==> config.mk <==
export PLATFORM = sky130hd
export DESIGN_NAME = i2s_tx
export DESIGN_NICKNAME = d
export VERILOG_FILES = /design/src/rtl/i2s_tx_pkg.sv /design/src/rtl/i2s_tx.sv
export SDC_FILE = /design/constraint.sdc
export NUM_CORES = 1
export LEC_CHECK = 0
export CAP_MARGIN = 20
export CORE_UTILIZATION = 55
export DETAILED_ROUTE_END_ITERATION = 8
export PLACE_DENSITY = 0.84
export SYNTH_ARGS = -nofsm -noshare
export SYNTH_HDL_FRONTEND = slang
export SYNTH_SLANG_ARGS = --single-unit
==> constraint.sdc <==
create_clock -name clk -period 4.9 [get_ports clk]
set_clock_uncertainty 0.2 [all_clocks]
set_input_delay 0.98 -clock clk [delete_from_list [all_inputs] [get_ports clk]]
set_output_delay 0.98 -clock clk [all_outputs]
set_load 0.03 [all_outputs]
==> src/rtl/i2s_tx_pkg.sv <==
// i2s_tx_pkg: shared audio timing constants for the I2S transmitter.
//   FRAME_CYCLES     - clk cycles per stereo frame (sets the sample rate)
//   BCK_DIV          - clk cycles per bit clock period
//   SLOTS_PER_CH     - bit clocks per channel half-frame
//   AUDIO_DATA_WIDTH - default sample word width
// Derived widths split the frame counter into {lrck, slot, bck phase}.
package i2s_tx_pkg;

  localparam int FRAME_CYCLES     = 512;
  localparam int BCK_DIV          = 8;
  localparam int SLOTS_PER_CH     = 32;
  localparam int AUDIO_DATA_WIDTH = 24;

  localparam int CNT_WIDTH  = $clog2(FRAME_CYCLES);   // 9
  localparam int BCK_BITS   = $clog2(BCK_DIV);        // 3
  localparam int SLOT_WIDTH = $clog2(SLOTS_PER_CH);   // 5

endpackage

==> src/rtl/i2s_tx.sv <==
// i2s_tx: serialises a 24-bit stereo sample pair onto a Philips-aligned I2S
// bus and acts as the audio timebase for the upstream generators.
//
// Ports:
//   clk          system clock (25 MHz)
//   rst          synchronous, active-high reset
//   left_data    left sample, two's complement, captured once per frame
//   right_data   right sample, two's complement, captured once per frame
//   next_sample  one-cycle strobe in the first cycle of every frame
//   i2s_lrck     word select, 0 = left, 1 = right
//   i2s_bck      bit clock, clk/8, low phase first
//   i2s_data     serial data, MSB one bit clock after the LRCK edge
//
// The frame counter cnt splits as {lrck, slot[4:0], bck phase[2:0]}. Every
// output is a flop loaded from the value cnt is about to take, so during the
// cycle where cnt == c the outputs already show the function of c.
module i2s_tx
  import i2s_tx_pkg::*;
#(
  parameter int DATA_WIDTH = AUDIO_DATA_WIDTH  // must be <= 31
) (
  input  logic                  clk,
  input  logic                  rst,
  input  logic [DATA_WIDTH-1:0] left_data,
  input  logic [DATA_WIDTH-1:0] right_data,
  output logic                  next_sample,
  output logic                  i2s_lrck,
  output logic                  i2s_bck,
  output logic                  i2s_data
);

  localparam logic [CNT_WIDTH-1:0] LAST_CNT = CNT_WIDTH'(FRAME_CYCLES - 1);

  logic [CNT_WIDTH-1:0]    cnt_reg;
  logic [CNT_WIDTH-1:0]    cnt_next;
  logic                    running_reg;
  logic [DATA_WIDTH-1:0]   hold_l_reg;
  logic [DATA_WIDTH-1:0]   hold_r_reg;
  logic [DATA_WIDTH-1:0]   word;
  logic [SLOT_WIDTH-1:0]   slot_next;
  logic [SLOTS_PER_CH-1:0] slot_bits;

  logic next_sample_reg;
  logic lrck_reg;
  logic bck_reg;
  logic data_reg;

  // cnt sits at 0 through reset and is held at 0 for the first edge after
  // release, so the first post-reset cycle is frame cycle 0 with the
  // next_sample pulse registered on the same edge.
  always_comb begin
    cnt_next = '0;
    if (running_reg) begin
      cnt_next = cnt_reg + CNT_WIDTH'(1);
    end
  end

  assign slot_next = cnt_next[BCK_BITS +: SLOT_WIDTH];
  assign word      = cnt_next[CNT_WIDTH-1] ? hold_r_reg : hold_l_reg;

  // Bit presented in each slot of the channel: slot 0 is the one-bit
  // Philips delay, slots 1..DATA_WIDTH carry MSB..LSB, the rest pad with 0.
  for (genvar gi = 0; gi < SLOTS_PER_CH; gi++) begin : g_slot
    if (gi >= 1 && gi <= DATA_WIDTH) begin : g_bit
      assign slot_bits[gi] = word[DATA_WIDTH - gi];
    end else begin : g_pad
      assign slot_bits[gi] = 1'b0;
    end
  end

  always_ff @(posedge clk) begin
    if (rst) begin
      cnt_reg         <= '0;
      running_reg     <= 1'b0;
      hold_l_reg      <= '0;
      hold_r_reg      <= '0;
      next_sample_reg <= 1'b0;
      lrck_reg        <= 1'b0;
      bck_reg         <= 1'b0;
      data_reg        <= 1'b0;
    end else begin
      cnt_reg     <= cnt_next;
      running_reg <= 1'b1;
      // Both channels latch on the same edge so the pair stays coherent.
      // The new words are first used at slot 1 of the next frame.
      if (cnt_reg == LAST_CNT) begin
        hold_l_reg <= left_data;
        hold_r_reg <= right_data;
      end
      next_sample_reg <= (cnt_next == '0);
      lrck_reg        <= cnt_next[CNT_WIDTH-1];
      bck_reg         <= cnt_next[BCK_BITS-1];
      data_reg        <= slot_bits[slot_next];
    end
  end

  assign next_sample = next_sample_reg;
  assign i2s_lrck    = lrck_reg;
  assign i2s_bck     = bck_reg;
  assign i2s_data    = data_reg;

endmodule
======== Word level (Yosys, flattened, before mapping) ========
Cells that the tools add are included.
storage, ports and cells
  output and inout port bits .............. 4
  memory bits (read-only) ................. 0
  memories ................................ 0
  latch bits .............................. 0
  flip-flop bits (word level) ............. 62
  bits in writable memories ............... 0
  word-level logic and storage cells ...... 17
cells by class
  multiplexer cells ....................... 5
  $mul .................................... 0
  bitwise logic cells ..................... 0
  equality and inequality tests ........... 1
  shift-type cells ........................ 0
  $add $sub $neg .......................... 1
  div/mod/pow operators ................... 0
  reductions and logical operators ........ 1
  order comparisons ....................... 1
operators with widths
  operator                                                                      count
  24-bit 2-to-1 mux                                                             1
  9-bit by 1-bit adder with 9-bit output, second input constant                 1
  9-bit == test, second input constant                                          1
  9-bit logical NOT                                                             1
  9-bit 2-to-1 mux                                                              1
  5-bit by 6-bit less-than comparator with 1-bit output, second input constant  1
  1-bit binary-select mux with 5-bit select                                     1
  1-bit 2-to-1 mux                                                              2

======== Depth between registers and ports, before layout ========
Gate-level depths: netlist of the first run.
  depth after elaboration ................. 5
  mapped depth ............................ 12

======== Worst setup path before layout of the first run ========
No wires, ideal clock.
  path kind ............................... register -> register
  start point ............................. register cnt_reg[2]
  end point ............................... register data_reg, in the netlist i2s_data
  slack ................................... 2.156 ns
  library setup time ...................... 0.129 ns
  required time ........................... 4.571 ns
  arrival time ............................ 2.415 ns
  stages on the path, launching flop included .. 11
  period minus slack after synthesis ...... 2.744 ns
  cell sequence ........................... dfxtp_1 > nand3_1 > nor2_1 > ha_1 > buf_6 > nand2_4 > buf_6 > mux2_4 > mux4_2 > o211ai_2 > nand4_1
on the way
  longest elaborated chain between the ends .. 5
RTL lines
  what                                         line          source
  start: declaration                           i2s_tx.sv:34  logic [CNT_WIDTH-1:0] cnt_reg;
  start signal: assignment                     i2s_tx.sv:82  cnt_reg <= cnt_next;
  9-bit by 1-bit adder with 9-bit output *     i2s_tx.sv:54  cnt_next = cnt_reg + CNT_WIDTH'(1);
  9-bit 2-to-1 mux *                           i2s_tx.sv:53  if (running_reg) begin
  24-bit 2-to-1 mux                            i2s_tx.sv:59  assign word = cnt_next[CNT_WIDTH-1] ? hold_r_reg : hold_l_reg;
  1-bit binary-select mux with 5-bit select *  i2s_tx.sv:93  data_reg <= slot_bits[slot_next];
  1-bit 2-to-1 mux (implied by the code) *     i2s_tx.sv:93
  end signal: assignment                       i2s_tx.sv:93
  end: declaration                             i2s_tx.sv:46  logic data_reg;
Every way passes the cells marked *; elsewhere a longest branch is shown, timed or not. The select of a mux whose other input is x is not followed.
A chain may end at the register's enable or synchronous reset.

======== Worst setup path after layout of the first run ========
  start point ............................. register cnt_reg[0]
  end point ............................... register data_reg, in the netlist i2s_data
Same word-level chain as after synthesis.

==> results of run 1 <==
final timing paths:
kind | startpoint | endpoint | slack, ns | cells past startpoint
max | cnt_reg[0] | i2s_data | 1.89 | 9
min | hold_r_reg[21] | hold_r_reg[21] | 0.29 | 2
max reg2reg | cnt_reg[0] | i2s_data | 1.89 | 9
min reg2reg | hold_r_reg[21] | hold_r_reg[21] | 0.29 | 2
through the flow:
| step | worst slack [ns] | cells | util [%] |
|---|---|---|---|
| after floorplan | 2.16 | 266 | - |
| after global placement | 1.98 | 370 | 68.7 |
| after detailed placement | 1.88 | 370 | 68.7 |
| after CTS | 1.86 | 385 | 72.2 |
| after global routing | 1.74 | 385 | 72.2 |
| final | 1.89 | 385 | 72.2 |
cell usage in the layout (no fill, tap or decap), drive strengths merged:
| cell | synthesis | routed |
|---|---|---|
| mux4 | 5 | 5 |
| a31oi | 1 | 1 |
| inv | 3 | 3 |
| mux2 | 10 | 10 |
| nand2b | 1 | 1 |
| and3 | 2 | 2 |
| nor4 | 2 | 2 |
| xor2 | 1 | 1 |
| o2111ai | 1 | 1 |
| dfxtp | 60 | 60 |
| a21oi | 2 | 2 |
| nor2 | 58 | 58 |
| nor3 | 2 | 2 |
| clkdlybuf4s50 | 0 | 52 |
| a211oi | 1 | 1 |
| o21ai | 4 | 4 |
| mux2i | 60 | 60 |
| nand2 | 8 | 8 |
| ha | 2 | 2 |
| nand4 | 6 | 6 |
| nand3 | 4 | 4 |
| nor3b | 1 | 1 |
| or3 | 2 | 2 |
| o21a | 1 | 1 |
| xnor2 | 2 | 2 |
| a2111oi | 1 | 1 |
| o211ai | 5 | 5 |
| a31o | 1 | 1 |
| buf | 10 | 2 |
| and2 | 1 | 1 |
| o2bb2ai | 1 | 1 |
| or2b | 1 | 1 |
| clkbuf | 7 | 13 |
| clkinv | 0 | 2 |
per-layer routing:
layer	wire length [um]	up-vias
met2	2690	58
met3	261	6
met4	81	0
met5	0	-
li1	-	1035
met1	2610	987
cell type report:
type	count	area, sq um
multi-input combinational	186	1460
sequential	60	1200
clock inverter	2	10.0
tap	67	83.8
clock buffer	13	159
timing repair buffer	54	533
inverter	3	11.3
fill	363	1330
power breakdown:
group          internal (mW)  total [mW]  switching [mW]  leakage (nW)
Sequential             0.490       0.493         0.00313         0.484
Combinational         0.0375      0.0552          0.0176         0.658
Clock                  0.207       0.386           0.180        0.0893
tightest hold or removal path: stages (launching register included):
cell and delay (ns):
dfxtp_1 0.33, mux2i_1 0.06, nor2_1 0.07
cell families (layout without fill, tap and decap cells):
| group | after synthesis | after routing | share of synthesized area [%] |
|---|---|---|---|
| compound gates | 18 | 18 | 4.68 |
| buf+inv | 20 | 72 | 3.59 |
| flops | 60 | 60 | 43.6 |
| mux | 75 | 75 | 30.8 |
| simple gates | 88 | 88 | 15.1 |
| xor+xnor | 3 | 3 | 1.23 |
| fa+ha+maj | 2 | 2 | 0.909 |
==> results.md, run 1 <==
* Syn-to-layout area delta at 25.4%
* Min-Delay Path Class: flip-flop to flip-flop
* Fraction of registers with async set/reset at 0%
* Final period util at 61.5%
* Crit path max fanout at 14
* P per Cell Area at 270 nW/um^2
* Total I/O pin count at 54
* TritonRoute pass-1 iters at 4
* Area after DPL at 3290 sq um
* Worst path cell trace: ha_1 -> nand3_1 -> nor2_1 -> ha_2 -> nand2_4 -> mux4_1 -> mux2_2 -> a31oi_1 -> nand4_1
* Status: finished, final reports clean
* Peak VDD IR at 0.000208 V
* Synth area leader: dfxtp_1
* Drt wl/cell at about 15 um
* EDFF count, synth at 0
* Setup violators final at 0
* # Max-Cap Violations at 0
* Postcts setup bufs at 0
* Worst EP required at around 4.9 ns
* Post-cts sizing count at 0
* Commonest cells post-synth: dfxtp_1 (60), mux2i_1 (59), nor2_1 (58)
* Hold buffer count at cts at 0
* Post-DP HPWL at around 4000 um
* Post-Synthesis Cells at 266
* Synth warn at 0
* Leakage at approximately 1.2 nW
* Final net count at 366
* Most common cell in the synthesized netlist: dfxtp_1
* Netlist cell types at 45
* Vias in the first global route at 1989
* M3 GR Usage at 6.22%
* Peak Freq at 0.332 GHz
* Sequential share of the synthesized area at 43.6%
* Clk slew on worst S/H paths at about 0.060 ns
* CTS tree: built
* Clock latency on the worst-skew pair at roughly 0.33 ns
* Slew @ Worst Pin at roughly 0.97 ns
* Final ANT Viol Nets at 0
* Full die area at around 5300 sq um
* Area of the core at roughly 4800 sq um
* Unrepaired setup endpoints after global routing: false
* Yosys top cell area share at 43.6%
* Total global routing overflow at 0
* Die X at about 73 um
* Die Height at 72.8 um
* Post-Route WL at 5650 um
* TritonCTS Buffers at 9
* CP Launch Type: flip-flop
* Port bufs at 53
* Crit path buf inv count at 0
* Crit path max-delay family: multiplexers
* Initial antenna violation count at 0
* H-tree levels at 3
* Syn_area_per_cell at 10.4 sq um
* Final hold slack at 0.294 ns
* DRC at 0
* Placer Congestion at 0.856
* Critical path's largest stage delay at roughly 0.57 ns
* Synth Flop Type: dfxtp_1
* Worst Setup End Kind: flip-flop
* Mapped Nets at approximately 320
* Maximum root-to-sink buffer count at 2
* Worst EP arrival at 3.02 ns
* Setup tns final at 0 ns
* Post-route minimum period at approximately 3.0 ns
* DR vias/cell at approximately 5.4
* Pin count of the biggest net entering global routing at 57
* Diodes inserted at 0
* DR vias at 2086
* Clock Sinks at 60
* Crit Path Class: flip-flop to flip-flop
* GRT Overall Usage at 23.5%
* First-pass GRT wire length at around 9200 um
* Met1 Usage GRT at 29.7%
* Root Buffer: clkbuf_8
* Initial core utilization at between 50% and 60%
* Register bit total from synthesis at 60
* Met2 usage in global routing at between 30 and 40%
* Site Rows at 25
* Slew Viols, Final at 0
* GRT busiest layer: met2
* Final Hold Fails at 0
* Fin area at 3450 sq um
* Top cells by area, synth: dfxtp_1 (44%), mux2i_1 (21%), nor2_1 (7.9%)
* Share of post-route cells with drive strength above 1 at 11.0%
* Rel. slew slack at 35.0%
* Total Power at about 930 uW
* 1st-iter DRT viols at 139
* Slowest cell on crit path: mux4_1
* Mapped Area at between 2000 and 3000 sq um
Note: power is estimated with default switching activity, not from simulation.
==> run 2: changes to the inputs <==
Settings changed: CORE_UTILIZATION 55 to 46, PLACE_DENSITY 0.84 to 0.75.
Clock period 4.9 ns to 2.74 ns, I/O delays scaled along.
==> results.md, run 2 (same netlist as run 1, synthesis figures left out) <==
* Initial core utilization at 48.8%
* Peak VDD IR at 0.000350 V
* Area after DPL at between 3000 and 4000 sq um
* Peak Freq at 0.385 GHz
* Most frequent cells in the layout: mux2i_1 (59), dfxtp_1 (58), nor2_1 (57)
* Share of post-route cells with drive strength above 1 at 15.7%
* Site Rows at 27
* Port bufs at 53
* Root Buffer: clkbuf_8
* Leakage at around 1.3 nW
* Final hold slack at 0.205 ns
* Layout fillers at 493
* H-tree levels at 3
* Rel. slew slack at 69.5%
* Diodes inserted at 0
* Placer Congestion at 0.916
* Final Hold Fails at 0
* Clock Sinks at 60
* Syn-to-layout area delta at 29.3%
* Drt wl/cell at 15.1 um
* # Max-Cap Violations at 0
* Total I/O pin count at 54
* Hold buffer count at cts at 0
* Maximum root-to-sink buffer count at 2
* Worst EP required at approximately 2.8 ns
* Initial antenna violation count at 0
* Final period util at 94.7%
* Most common cell after layout, fill and taps aside: mux2i_1
* DR vias/cell at 5.26
* Slew @ Worst Pin at about 0.45 ns
* Met1 Usage GRT at 25.2%
* Full die area at roughly 6300 sq um
* CP Launch Type: flip-flop
* Total global routing overflow at 0
* Worst EP arrival at 2.62 ns
* Post-Route WL at 6070 um
* TritonCTS Buffers at 9
* Unrepaired setup endpoints after global routing: false
* Met2 usage in global routing at a little over a third
* GRT busiest layer: met2
* Final net count at approximately 380
* Setup violators final at 0
* Slew Viols, Final at 0
* TritonRoute pass-1 iters at 4
* Status: finished, final reports clean
* Placed insts at between 300 and 400
* Fin area at 3560 sq um
* Area of the core at between 5000 and 6000 sq um
* First-pass GRT wire length at 10000 um
* Die X at 79.4 um
* Crit path max fanout at 9
* CTS tree: built
* DRC at 0
* Clock latency on the worst-skew pair at approximately 0.34 ns
* Post-cts sizing count at 0
* DR vias at 2119
* Post-DP HPWL at between 4000 and 5000 um
* 1st-iter DRT viols at 215
* Vias in the first global route at roughly 2100
* Die Height at 79.4 um
* GRT Overall Usage at between 20% and 30%
* M3 GR Usage at under 10%
* Clk slew on worst S/H paths at approximately 0.06 ns
* P per Cell Area at 469 nW/um^2
* Min-Delay Path Class: input port to flip-flop
* Worst Setup End Kind: flip-flop
* Pin count of the biggest net entering global routing at 35
* Setup tns final at 0 ns
* Postcts setup bufs at 0
* Crit Path Class: flip-flop to flip-flop
* Post-route minimum period at ~2.6 ns
* Post-route insts no fill at 403
* Final ANT Viol Nets at 0
[run 2: changes by cell type in the layout (fill, tap and decap cells not counted), sizes merged]
cell	delta
buf	+12
clkbuf	-2
clkinv	+2
clkinvlp	+1
[run 2: report_power, final]
part           leakage, nW  total [mW]  internal (mW)  switching [mW]
Combinational        0.721       0.108         0.0711          0.0371
Clock               0.0889       0.682          0.346           0.336
Sequential           0.485       0.878          0.876         0.00191
[run 2: area by class of cell]
type | instances | area (sq um) | share of cell area [%]
clock buffers | 11 | 141 | 3.97
well taps | 72 | 90.1 | 2.53
flip-flops and latches | 60 | 1200 | 33.8
repair buffers | 66 | 627 | 17.6
clock inverters | 5 | 27.5 | 0.773
inverters | 3 | 11.3 | 0.316
multi-input cells | 186 | 1460 | 41.0
[run 2: critical path: stages (launching register included)]
cell and delay (ns):
dfxtp_2 0.34, ha_1 0.19, nand3_1 0.10, nor2_2 0.05
ha_2 0.35, buf_4 0.20, mux2_2 0.35, mux4_2 0.48
o211ai_2 0.14, nand4_1 0.08
[run 2: final timing paths]
path,slack (ns),from,depth (start not counted),endpoint
max reg2reg,0.14,cnt_reg[1],9,i2s_data
max,0.14,cnt_reg[1],9,i2s_data
min reg2reg,0.29,hold_r_reg[11],2,hold_r_reg[11]
min,0.21,rst,2,running_reg
[run 2: per-layer routing]
metal  wire length [um]  share of wire [%]  vias up
li1                   -                  -     1060
met1               2560                 42      986
met2               3010                 50       62
met3                394                6.5       11
met4                 95                1.6        0
met5                  0                  0        -
[run 2: stage by stage]
| stage | total power, mW | setup WS (ns) | util [%] |
|---|---|---|---|
| after floorplan | 0.922 | 0.0159 | - |
| after global placement | 1.00 | 0.137 | 60.0 |
| after detailed placement | 1.00 | 0.0891 | 60.0 |
| after CTS | 1.69 | 0.0673 | 63.0 |
| after global routing | 1.75 | 0.0324 | 63.1 |
| final | 1.67 | 0.145 | 63.1 |
